`config.mk`:
```
export PLATFORM = sky130hd
export DESIGN_NAME = float_to_fixed_pipe_flat
export DESIGN_NICKNAME = d
export VERILOG_FILES = /design/src/rtl/float_fmt_pkg.sv /design/src/rtl/float_to_fixed_pipe_if.sv /design/src/rtl/fixed_round_sat.sv /design/src/rtl/float_to_fixed_pipe.sv /design/src/flat_wrapper.sv
export SDC_FILE = /design/constraint.sdc
export NUM_CORES = 1
export LEC_CHECK = 0
export CAP_MARGIN = 20
export CORE_MARGIN = 2
export CORE_UTILIZATION = 30
export CTS_CLUSTER_SIZE = 30
export DETAILED_ROUTE_END_ITERATION = 8
export GPL_ROUTABILITY_DRIVEN = 0
export PLACE_DENSITY = 0.46
export SLEW_MARGIN = 20
export SYNTH_ARGS = -nofsm -noshare
export SYNTH_HDL_FRONTEND = slang
export SYNTH_SLANG_ARGS = --single-unit
export TNS_END_PERCENT = 30
```
`constraint.sdc`:
```
create_clock -name clk -period 7.05 [get_ports clk]
set_input_delay 1.0575 -clock clk [delete_from_list [all_inputs] [get_ports clk]]
set_output_delay 1.0575 -clock clk [all_outputs]
set_load 0.01 [all_outputs]
```
`src/rtl/float_fmt_pkg.sv`:
```
// Shared IEEE-754 single-precision field layout, class encoding and status flag
// positions used by the float-to-fixed conversion pipeline.
package float_fmt_pkg;

  localparam int SIGN_W   = 1;
  localparam int EXP_W    = 8;
  localparam int MANT_W   = 23;
  localparam int EXP_BIAS = 127;
  localparam int FLOAT_W  = SIGN_W + EXP_W + MANT_W;
  localparam int SIG_W    = MANT_W + 1;

  typedef enum logic [2:0] {
    CLS_ZERO,
    CLS_DENORM,
    CLS_NORM,
    CLS_INF,
    CLS_NAN
  } fclass_e;

  localparam int FLAG_OVF = 0;
  localparam int FLAG_UNF = 1;
  localparam int FLAG_NAN = 2;
  localparam int FLAG_W   = 3;

  function automatic fclass_e classify(input logic [EXP_W-1:0] e, input logic [MANT_W-1:0] m);
    if (e == '0) return (m == '0) ? CLS_ZERO : CLS_DENORM;
    if (e == '1) return (m == '0) ? CLS_INF : CLS_NAN;
    return CLS_NORM;
  endfunction

endpackage

```
`src/rtl/float_to_fixed_pipe_if.sv`:
```
// Valid/ready bundle for the float-to-fixed converter: float words in, fixed-point
// results plus status flags out.
interface float_to_fixed_pipe_if
  import float_fmt_pkg::*;
#(
  parameter int OUT_W = 24
) ();

  logic               in_valid;
  logic               in_ready;
  logic [FLOAT_W-1:0] in_data;
  logic               in_round;
  logic               out_valid;
  logic               out_ready;
  logic [OUT_W-1:0]   out_data;
  logic               out_ovf;
  logic               out_unf;
  logic               out_nan;

  modport slave (
    input  in_valid, in_data, in_round, out_ready,
    output in_ready, out_valid, out_data, out_ovf, out_unf, out_nan
  );

  modport master (
    output in_valid, in_data, in_round, out_ready,
    input  in_ready, out_valid, out_data, out_ovf, out_unf, out_nan
  );

endinterface

```
`src/rtl/fixed_round_sat.sv`:
```
// Final conversion step: rounds the shifted magnitude, saturates to the output
// range, applies the sign and derives the status flags. Purely combinational.
module fixed_round_sat
  import float_fmt_pkg::*;
#(
  parameter int OUT_W = 24
) (
  input  fclass_e           cls,
  input  logic              sign,
  input  logic              round_en,
  input  logic              big,
  input  logic [OUT_W-1:0]  mag,
  input  logic              guard,
  input  logic              sticky,
  output logic [OUT_W-1:0]  data,
  output logic [FLAG_W-1:0] flags
);

  localparam logic [OUT_W:0]   LIM     = (OUT_W+1)'(1) << (OUT_W-1);
  localparam logic [OUT_W-1:0] MAX_POS = {1'b0, {(OUT_W-1){1'b1}}};
  localparam logic [OUT_W-1:0] MIN_NEG = {1'b1, {(OUT_W-1){1'b0}}};
  localparam logic [OUT_W-1:0] ONE     = OUT_W'(1);

  logic             inc;
  logic [OUT_W:0]   magr;
  logic [OUT_W-1:0] neg;

  always_comb begin
    inc   = round_en & guard & (sticky | mag[0]);
    magr  = {1'b0, mag} + {{OUT_W{1'b0}}, inc};
    neg   = ~magr[OUT_W-1:0] + ONE;
    data  = '0;
    flags = '0;
    case (cls)
      CLS_NORM: begin
        // A negative magnitude of exactly 2^(OUT_W-1) is the minimum code itself.
        if (big || (magr > LIM) || (magr == LIM && !sign)) begin
          data            = sign ? MIN_NEG : MAX_POS;
          flags[FLAG_OVF] = 1'b1;
        end else begin
          data            = sign ? neg : magr[OUT_W-1:0];
          flags[FLAG_UNF] = (magr == '0);
        end
      end
      CLS_INF: begin
        data            = sign ? MIN_NEG : MAX_POS;
        flags[FLAG_OVF] = 1'b1;
      end
      CLS_NAN:    flags[FLAG_NAN] = 1'b1;
      CLS_DENORM: flags[FLAG_UNF] = 1'b1;
      default:    ;
    endcase
  end

endmodule

```
`src/rtl/float_to_fixed_pipe.sv`:
```
// Three-stage IEEE-754 single to signed fixed-point converter with elastic
// valid/ready handshaking; stages advance independently so bubbles collapse.
module float_to_fixed_pipe
  import float_fmt_pkg::*;
#(
  parameter int OUT_W  = 24,
  parameter int FRAC_W = 22
) (
  input  logic                  clk,
  input  logic                  reset_n,
  float_to_fixed_pipe_if.slave  bus
);

  localparam logic signed [9:0] SHIFT_OFS = 10'(FRAC_W - EXP_BIAS);
  localparam logic signed [9:0] SIG_TOP   = 10'(MANT_W);
  // Left shifts at or beyond this put the leading one at bit OUT_W or higher.
  localparam logic signed [9:0] BIG_LSH   = 10'(OUT_W - MANT_W);
  localparam int RW = 2 * SIG_W + 1;

  logic en1, en2, en3;

  logic                v1_reg, sign1_reg, round1_reg;
  fclass_e             cls1_reg;
  logic [MANT_W-1:0]   man1_reg;
  logic signed [9:0]   shift1_reg;

  logic                v2_reg, sign2_reg, round2_reg, big2_reg, guard2_reg, sticky2_reg;
  fclass_e             cls2_reg;
  logic [OUT_W-1:0]    mag2_reg;

  logic                v3_reg;
  logic [OUT_W-1:0]    data3_reg;
  logic [FLAG_W-1:0]   flags3_reg;

  logic signed [9:0]   lsh, rsh;
  logic [3:0]          lamt;
  logic [5:0]          ramt;
  logic [RW-1:0]       rwide;
  logic [OUT_W-1:0]    mag_next;
  logic                big_next, guard_next, sticky_next;

  logic [OUT_W-1:0]    rs_data;
  logic [FLAG_W-1:0]   rs_flags;

  assign en3 = !v3_reg || bus.out_ready;
  assign en2 = !v2_reg || en3;
  assign en1 = !v1_reg || en2;
  assign bus.in_ready = en1;

  always_ff @(posedge clk or negedge reset_n) begin
    if (!reset_n) begin
      v1_reg     <= 1'b0;
      sign1_reg  <= 1'b0;
      round1_reg <= 1'b0;
      cls1_reg   <= CLS_ZERO;
      man1_reg   <= '0;
      shift1_reg <= '0;
    end else if (en1) begin
      v1_reg     <= bus.in_valid;
      sign1_reg  <= bus.in_data[FLOAT_W-1];
      round1_reg <= bus.in_round;
      cls1_reg   <= classify(bus.in_data[FLOAT_W-2:MANT_W], bus.in_data[MANT_W-1:0]);
      man1_reg   <= bus.in_data[MANT_W-1:0];
      shift1_reg <= $signed({2'b00, bus.in_data[FLOAT_W-2:MANT_W]}) + SHIFT_OFS;
    end
  end

  // Scaled magnitude = significand * 2^(shift - MANT_W).
  always_comb begin
    lsh         = shift1_reg - SIG_TOP;
    rsh         = SIG_TOP - shift1_reg;
    big_next    = (lsh >= BIG_LSH);
    lamt        = lsh[3:0];
    ramt        = (rsh > 10'sd25) ? 6'd25 : rsh[5:0];
    rwide       = {1'b1, man1_reg, {(SIG_W+1){1'b0}}} >> ramt;
    mag_next    = OUT_W'(rwide[RW-1:SIG_W+1]);
    guard_next  = rwide[SIG_W];
    sticky_next = |rwide[SIG_W-1:0];
    if (lsh >= 10'sd0) begin
      mag_next    = OUT_W'({1'b1, man1_reg}) << lamt;
      guard_next  = 1'b0;
      sticky_next = 1'b0;
    end
  end

  always_ff @(posedge clk or negedge reset_n) begin
    if (!reset_n) begin
      v2_reg      <= 1'b0;
      sign2_reg   <= 1'b0;
      round2_reg  <= 1'b0;
      big2_reg    <= 1'b0;
      guard2_reg  <= 1'b0;
      sticky2_reg <= 1'b0;
      cls2_reg    <= CLS_ZERO;
      mag2_reg    <= '0;
    end else if (en2) begin
      v2_reg      <= v1_reg;
      sign2_reg   <= sign1_reg;
      round2_reg  <= round1_reg;
      big2_reg    <= big_next;
      guard2_reg  <= guard_next;
      sticky2_reg <= sticky_next;
      cls2_reg    <= cls1_reg;
      mag2_reg    <= mag_next;
    end
  end

  fixed_round_sat #(
    .OUT_W (OUT_W)
  ) u_round_sat (
    .cls      (cls2_reg),
    .sign     (sign2_reg),
    .round_en (round2_reg),
    .big      (big2_reg),
    .mag      (mag2_reg),
    .guard    (guard2_reg),
    .sticky   (sticky2_reg),
    .data     (rs_data),
    .flags    (rs_flags)
  );

  always_ff @(posedge clk or negedge reset_n) begin
    if (!reset_n) begin
      v3_reg     <= 1'b0;
      data3_reg  <= '0;
      flags3_reg <= '0;
    end else if (en3) begin
      v3_reg     <= v2_reg;
      data3_reg  <= rs_data;
      flags3_reg <= rs_flags;
    end
  end

  assign bus.out_valid = v3_reg;
  assign bus.out_data  = data3_reg;
  assign bus.out_ovf   = flags3_reg[FLAG_OVF];
  assign bus.out_unf   = flags3_reg[FLAG_UNF];
  assign bus.out_nan   = flags3_reg[FLAG_NAN];

endmodule

```
`src/flat_wrapper.sv`:
```
// flat-port wrapper written by rule: the top's interface ports become plain ports
module float_to_fixed_pipe_flat import float_fmt_pkg::*;
#(
  parameter int OUT_W  = 24,
  parameter int FRAC_W = 22
)
  (clk, reset_n, bus_in_valid, bus_in_data, bus_in_round, bus_out_ready, bus_in_ready, bus_out_valid, bus_out_data, bus_out_ovf, bus_out_unf, bus_out_nan);
  float_to_fixed_pipe_if #(.OUT_W(OUT_W)) bus_i ();
  input  logic clk;
  input  logic reset_n;
  input wire logic [$bits(bus_i.in_valid)-1:0] bus_in_valid;
  input wire logic [$bits(bus_i.in_data)-1:0] bus_in_data;
  input wire logic [$bits(bus_i.in_round)-1:0] bus_in_round;
  input wire logic [$bits(bus_i.out_ready)-1:0] bus_out_ready;
  output wire logic [$bits(bus_i.in_ready)-1:0] bus_in_ready;
  output wire logic [$bits(bus_i.out_valid)-1:0] bus_out_valid;
  output wire logic [$bits(bus_i.out_data)-1:0] bus_out_data;
  output wire logic [$bits(bus_i.out_ovf)-1:0] bus_out_ovf;
  output wire logic [$bits(bus_i.out_unf)-1:0] bus_out_unf;
  output wire logic [$bits(bus_i.out_nan)-1:0] bus_out_nan;
  assign bus_i.in_valid = bus_in_valid;
  assign bus_i.in_data = bus_in_data;
  assign bus_i.in_round = bus_in_round;
  assign bus_i.out_ready = bus_out_ready;
  assign bus_in_ready = bus_i.in_ready;
  assign bus_out_valid = bus_i.out_valid;
  assign bus_out_data = bus_i.out_data;
  assign bus_out_ovf = bus_i.out_ovf;
  assign bus_out_unf = bus_i.out_unf;
  assign bus_out_nan = bus_i.out_nan;
  float_to_fixed_pipe #(.OUT_W(OUT_W), .FRAC_W(FRAC_W)) u_core (.clk(clk), .reset_n(reset_n), .bus(bus_i));
endmodule
```
# == After elaboration in Yosys (flattened, before gate mapping) ==
# Cells that the tools add are included.
# W data, S select, Z words.
# word_totals
elab_cells,76
reg_bits,100
out_inout_bits,29
input_bits,37
# classes
bitwise_logic,4
addsub,5
reduce_logical,14
eq_ne,6
magnitude_cmp,4
mux,24
shifts,2
# ops
op,n
$mux W24,4
$shr A49 B6 Y49,1
$pmux W24 S2,1
$add A24 B1 Y25,1
$eq A25 B24 Y1 const B,1
$gt A25 B24 Y1 const B,1
$logic_not A25 Y1,1
$add A24 B1 Y24 const B,1
$not A24 Y24,1
$reduce_or A24 Y1,1
$shl A24 B4 Y24,1
$logic_not A23 Y1,1
$mux W3,5
$mux W1,11
$add A9 B8 Y10 const B,1
$ge A10 B1 Y1 const B,1
$ge A10 B2 Y1 const B,1
$gt A10 B6 Y1 const B,1
$sub A10 B6 Y10 const B,1
$sub A6 B10 Y10 const A,1
$eq A8 B8 Y1 const B,1
$logic_not A8 Y1,1
$eq A3 B2 Y1 const B,2
$mux W6,1
other kinds (8),17

# == Logic depth before layout (Yosys ltp) ==
# depth
ltp_word,9
depth_mapped,17
ltp_nobuf,14

# == By module ==
# From an unflattened synthesis, not the netlist that was laid out.
# unflattened
hier_cells,1154
hier_area_um2,9192.6
# modules_own_cells
mod,area_per_inst_um2,cells_per_inst,seq_area_each_um2,instances
float_to_fixed_pipe,7323.3,883,2502.4,1
fixed_round_sat,1869.3,271,0.0,1

# == Worst setup path before layout ==
# Ideal clock, no wire load.
# synth_timing
kind,reg-to-reg
startpoint,register u_core.shift1_reg[0]
endpoint,register u_core.sticky2_reg
required_ns,6.907
n_path_buf,4
period_less_slack_ns,3.644
setup_ns,0.143
stages_incl_launch_ff,17
arrival_ns,3.501
slack_ns,3.406
path_cell_list,dfrtp_1 > clkbuf_1 > inv_1 > buf_1 > clkbuf_1 > ha_1 > o21ai_0 > and3_1 > a211o_2 > nand2_4 > buf_6 > mux2_2 > and3_1 > a21oi_1 > nand3_1 > o41ai_2 > o311ai_1
# synth_via
elab_chain_cells,6
elab_cells_between_ends,8
classes_between,add/sub (2); order compare (2); shift (1); mux (2); reduce/logical (1)
# synth_lines
element,line_no,source
"start, declared",float_to_fixed_pipe.sv:25,logic signed [9:0] shift1_reg;
"start signal, assigned",float_to_fixed_pipe.sv:64,"shift1_reg <= $signed({2'b00, bus.in_data[FLOAT_W-2:MANT_W]}) + SHIFT_OFS;"
$sub A6 B10 Y10,float_to_fixed_pipe.sv:71,rsh = SIG_TOP - shift1_reg;
$gt A10 B6 Y1,float_to_fixed_pipe.sv:74,ramt = (rsh > 10'sd25) ? 6'd25 : rsh[5:0];
$mux W6,float_to_fixed_pipe.sv:74,
$shr A49 B6 Y49,float_to_fixed_pipe.sv:75,"rwide = {1'b1, man1_reg, {(SIG_W+1){1'b0}}} >> ramt;"
$reduce_or A24 Y1,float_to_fixed_pipe.sv:78,sticky_next = |rwide[SIG_W-1:0];
$mux W1 *,float_to_fixed_pipe.sv:79,if (lsh >= 10'sd0) begin
"end signal, assigned",float_to_fixed_pipe.sv:102,sticky2_reg <= sticky_next;
"end, declared",float_to_fixed_pipe.sv:27,"logic v2_reg, sign2_reg, round2_reg, big2_reg, guard2_reg, sticky2_reg;"
# Every way passes the cells marked *; elsewhere a longest branch is shown, timed or not.
# A chain may end at the register's enable or synchronous reset.

# == Final worst setup path ==
# layout_timing
startpoint,register u_core.shift1_reg[3]
endpoint,register u_core.sticky2_reg
# The elaborated chain is that of the path after synthesis.

==> metrics.cfg <==
[sta]
setup_viol=0
layout_min_cycle_time_ps=4630
period_share_pct=65.7
max_clock_freq_ghz=0.216
maxSlewHeadroom_pct=36.2
rsz0062_at_grt=no
setup-tns-final_ps=0
timing.final.ws_setup_ps=2420
drv_slew=0
hold_violations=0
worst_pin_slew_ps=957
skew_ps=20.5

[layout]
multi_input_area_sq_um=5850
final_core_util_pct=34.7
area.sequential_sq_um=2500
fill_cells=2997
insertedDiodeCount=0
flow.area_growth_from_synthesis_pct=13.4
layout.nets=1175
drive_above_1_share_pct=9.45

[floorplanning]
rows=62
core_sq_um=28800
die_x_um=175
die-height_um=175
dieArea_sq_um=30700
initial_core_util_pct=30.6
ioPinCount=66

[logic_synthesis]
ys_seq_elements=100
ys_warn_count=0
synthTopCellsByArea=dfrtp_1, nor2_1, a21oi_1
ys_seq_area_share_pct=28.4
synth_top_area_share_pct=28.4
synth_largest_area_cell=dfrtp_1
yosys-top-cells-count=nor2_1, nand2_1, dfrtp_1
synth.distinct_cells=89
yosysMostFrequentCell=nor2_1
syn_inst=1125
syn-num-nets=1173
synth_area_sq_um=8800
synth_flop_cell=dfrtp_1
ys_async_sr_fraction_pct=100
synth_area_per_cell_sq_um=7.83
synth_edf_count=0

[routing]
routed_wl_um=30500
drtIter0Drc=860
ant_nets=0
wl_per_cell_um=20.1
dr.pass1.iters=6
drc_errors=0
vias_per_cell=5.81
vias=8804

[clock_tree]
cts_tree=built
cts_root_buf=clkbuf_16
path_clk_slew_ps=80
cts.sinks=100
cts_resized=0
htree_num_levels=3
ctsHoldBuffers=0
cts.path.max_buffers=2
clk_latency_ps=370
cts_setup_buffers=0
cts_buffers=9

[global_routing]
antenna_found_initial=0
grtUsageTotal_pct=20.1
grt_pass1_wl_um=49100
grt_pass1_vias=8322
grt_max_degree=69
grt_overflow=0

[critical_path]
crit_slowest_cell=dfrtp_1
cp_num_buf_inv=1
crit_path_start_kind=flop
crit_chain=inv_1 -> ha_1 -> and3_1 -> a211oi_4 -> nor2_4 -> nor2_2 -> nand2_1 -> o22ai_1 -> nand4_1 -> nor4bb_1 -> o311ai_1
cp_max_fo=27
cpPeakStageDelay_ps=830
r2r_setup_slack_ps=2420
arrival_ps=4850
worst_ep_required_time_ps=7270
cp-end-kind=flop
critical-path-top-delay-family=simple AND/OR/NAND/NOR gates
crit_type=reg -> reg

[placement]
io_buffers=65
place_hpwl_um=22900
dpl_worst_slack_ps=2610

[power]
total_power_mw=2.90
leakagePower_nw=3.82
ir_worst_vdd_v=0.000104
power.density_nw_per_um2=291

[hold_path]
hold_path_class=reg -> reg

[run]
drv_cap=0

[status]
status=complete, no violations

## worst reg2reg max path: stages (launching register included)
cell      delay (ps)
dfrtp_1          830
inv_1            310
ha_1             470
and3_1           250
a211oi_4         640
nor2_4           240
nor2_2           780
nand2_1          120
o22ai_1          250
nand4_1          130
nor4bb_1         330
o311ai_1         130
## metal layers
metal  wire length (um)  up-vias  track usage, %
met5                  0        -               0
met3               1760       51            2.60
met1              14200     4248            28.8
li1                   -     4186               -
met4                671        0            5.35
met2              13800      319            31.7
## path summary, 6_finish.rpt
| check | start | endpoint | cells past startpoint |
|---|---|---|---|
| setup / recovery | u_core.shift1_reg[3] | u_core.sticky2_reg | 11 |
| hold / removal | u_core.flags3_reg[0] | u_core.flags3_reg[0] | 2 |
| setup reg to reg | u_core.shift1_reg[3] | u_core.sticky2_reg | 11 |
| hold reg to reg | u_core.flags3_reg[0] | u_core.flags3_reg[0] | 2 |
| max in group asynchronous | reset_n | u_core.shift1_reg[0] | 2 |
| min in group asynchronous | reset_n | u_core.mag2_reg[13] | 1 |
## metrics by stage
| step | hold WS (ps) | cell area, sq um | instances |
|---|---|---|---|
| 6_report | 487 | 9980 | 1516 |
| 5_1_grt | 521 | 9980 | 1516 |
| 4_1_cts | 488 | 9970 | 1516 |
| 3_5_place_dp | 467 | 9660 | 1500 |
| 3_3_place_gp | 469 | 9660 | 1500 |
| 2_1_floorplan | 426 | 8800 | 1125 |
## logic make-up (layout without fill, tap and decap cells)
kind of cell               count (synthesis)  count (layout)  share of synthesized area, %
buffers and inverters                    108             115                          5.36
muxes                                     74              74                          9.79
DFF                                      100             100                          28.4
AOI/OAI and AO/OA                        362             362                          27.4
xor gates and xnor gates                  42              42                          4.18
and+or+nand+nor                          428             428                          23.3
adders and majority gates                 11              11                          1.56
## layout make-up
type	count	area share (%)
Multi-Input combinational cell	917	58.6
Clock buffer	9	2.26
Timing Repair Buffer	81	7.70
Sequential cell	100	25.1
Tap cell	384	4.81
Inverter	18	0.677
Clock inverter	7	0.915
## where the power goes
part	leakage [nW]	switching [mW]	internal, mW
registers	1.20	0.189	0.707
logic	2.47	0.871	0.583
clock network	0.151	0.266	0.285
## placed cells by master, fill, tap and decap left out, types with 28 or more instances in the layout
| cell | count |
|---|---|
| o21ai_0 | 72 |
| mux2_2 | 33 |
| a21oi_1 | 85 |
| nand3_1 | 30 |
| nor2_1 | 145 |
| dfrtp_1 | 99 |
| mux2i_1 | 33 |
| clkdlybuf4s50_1 | 64 |
| nand2_1 | 110 |
| a211oi_1 | 28 |
Note: power is estimated with default switching activity, not from simulation.
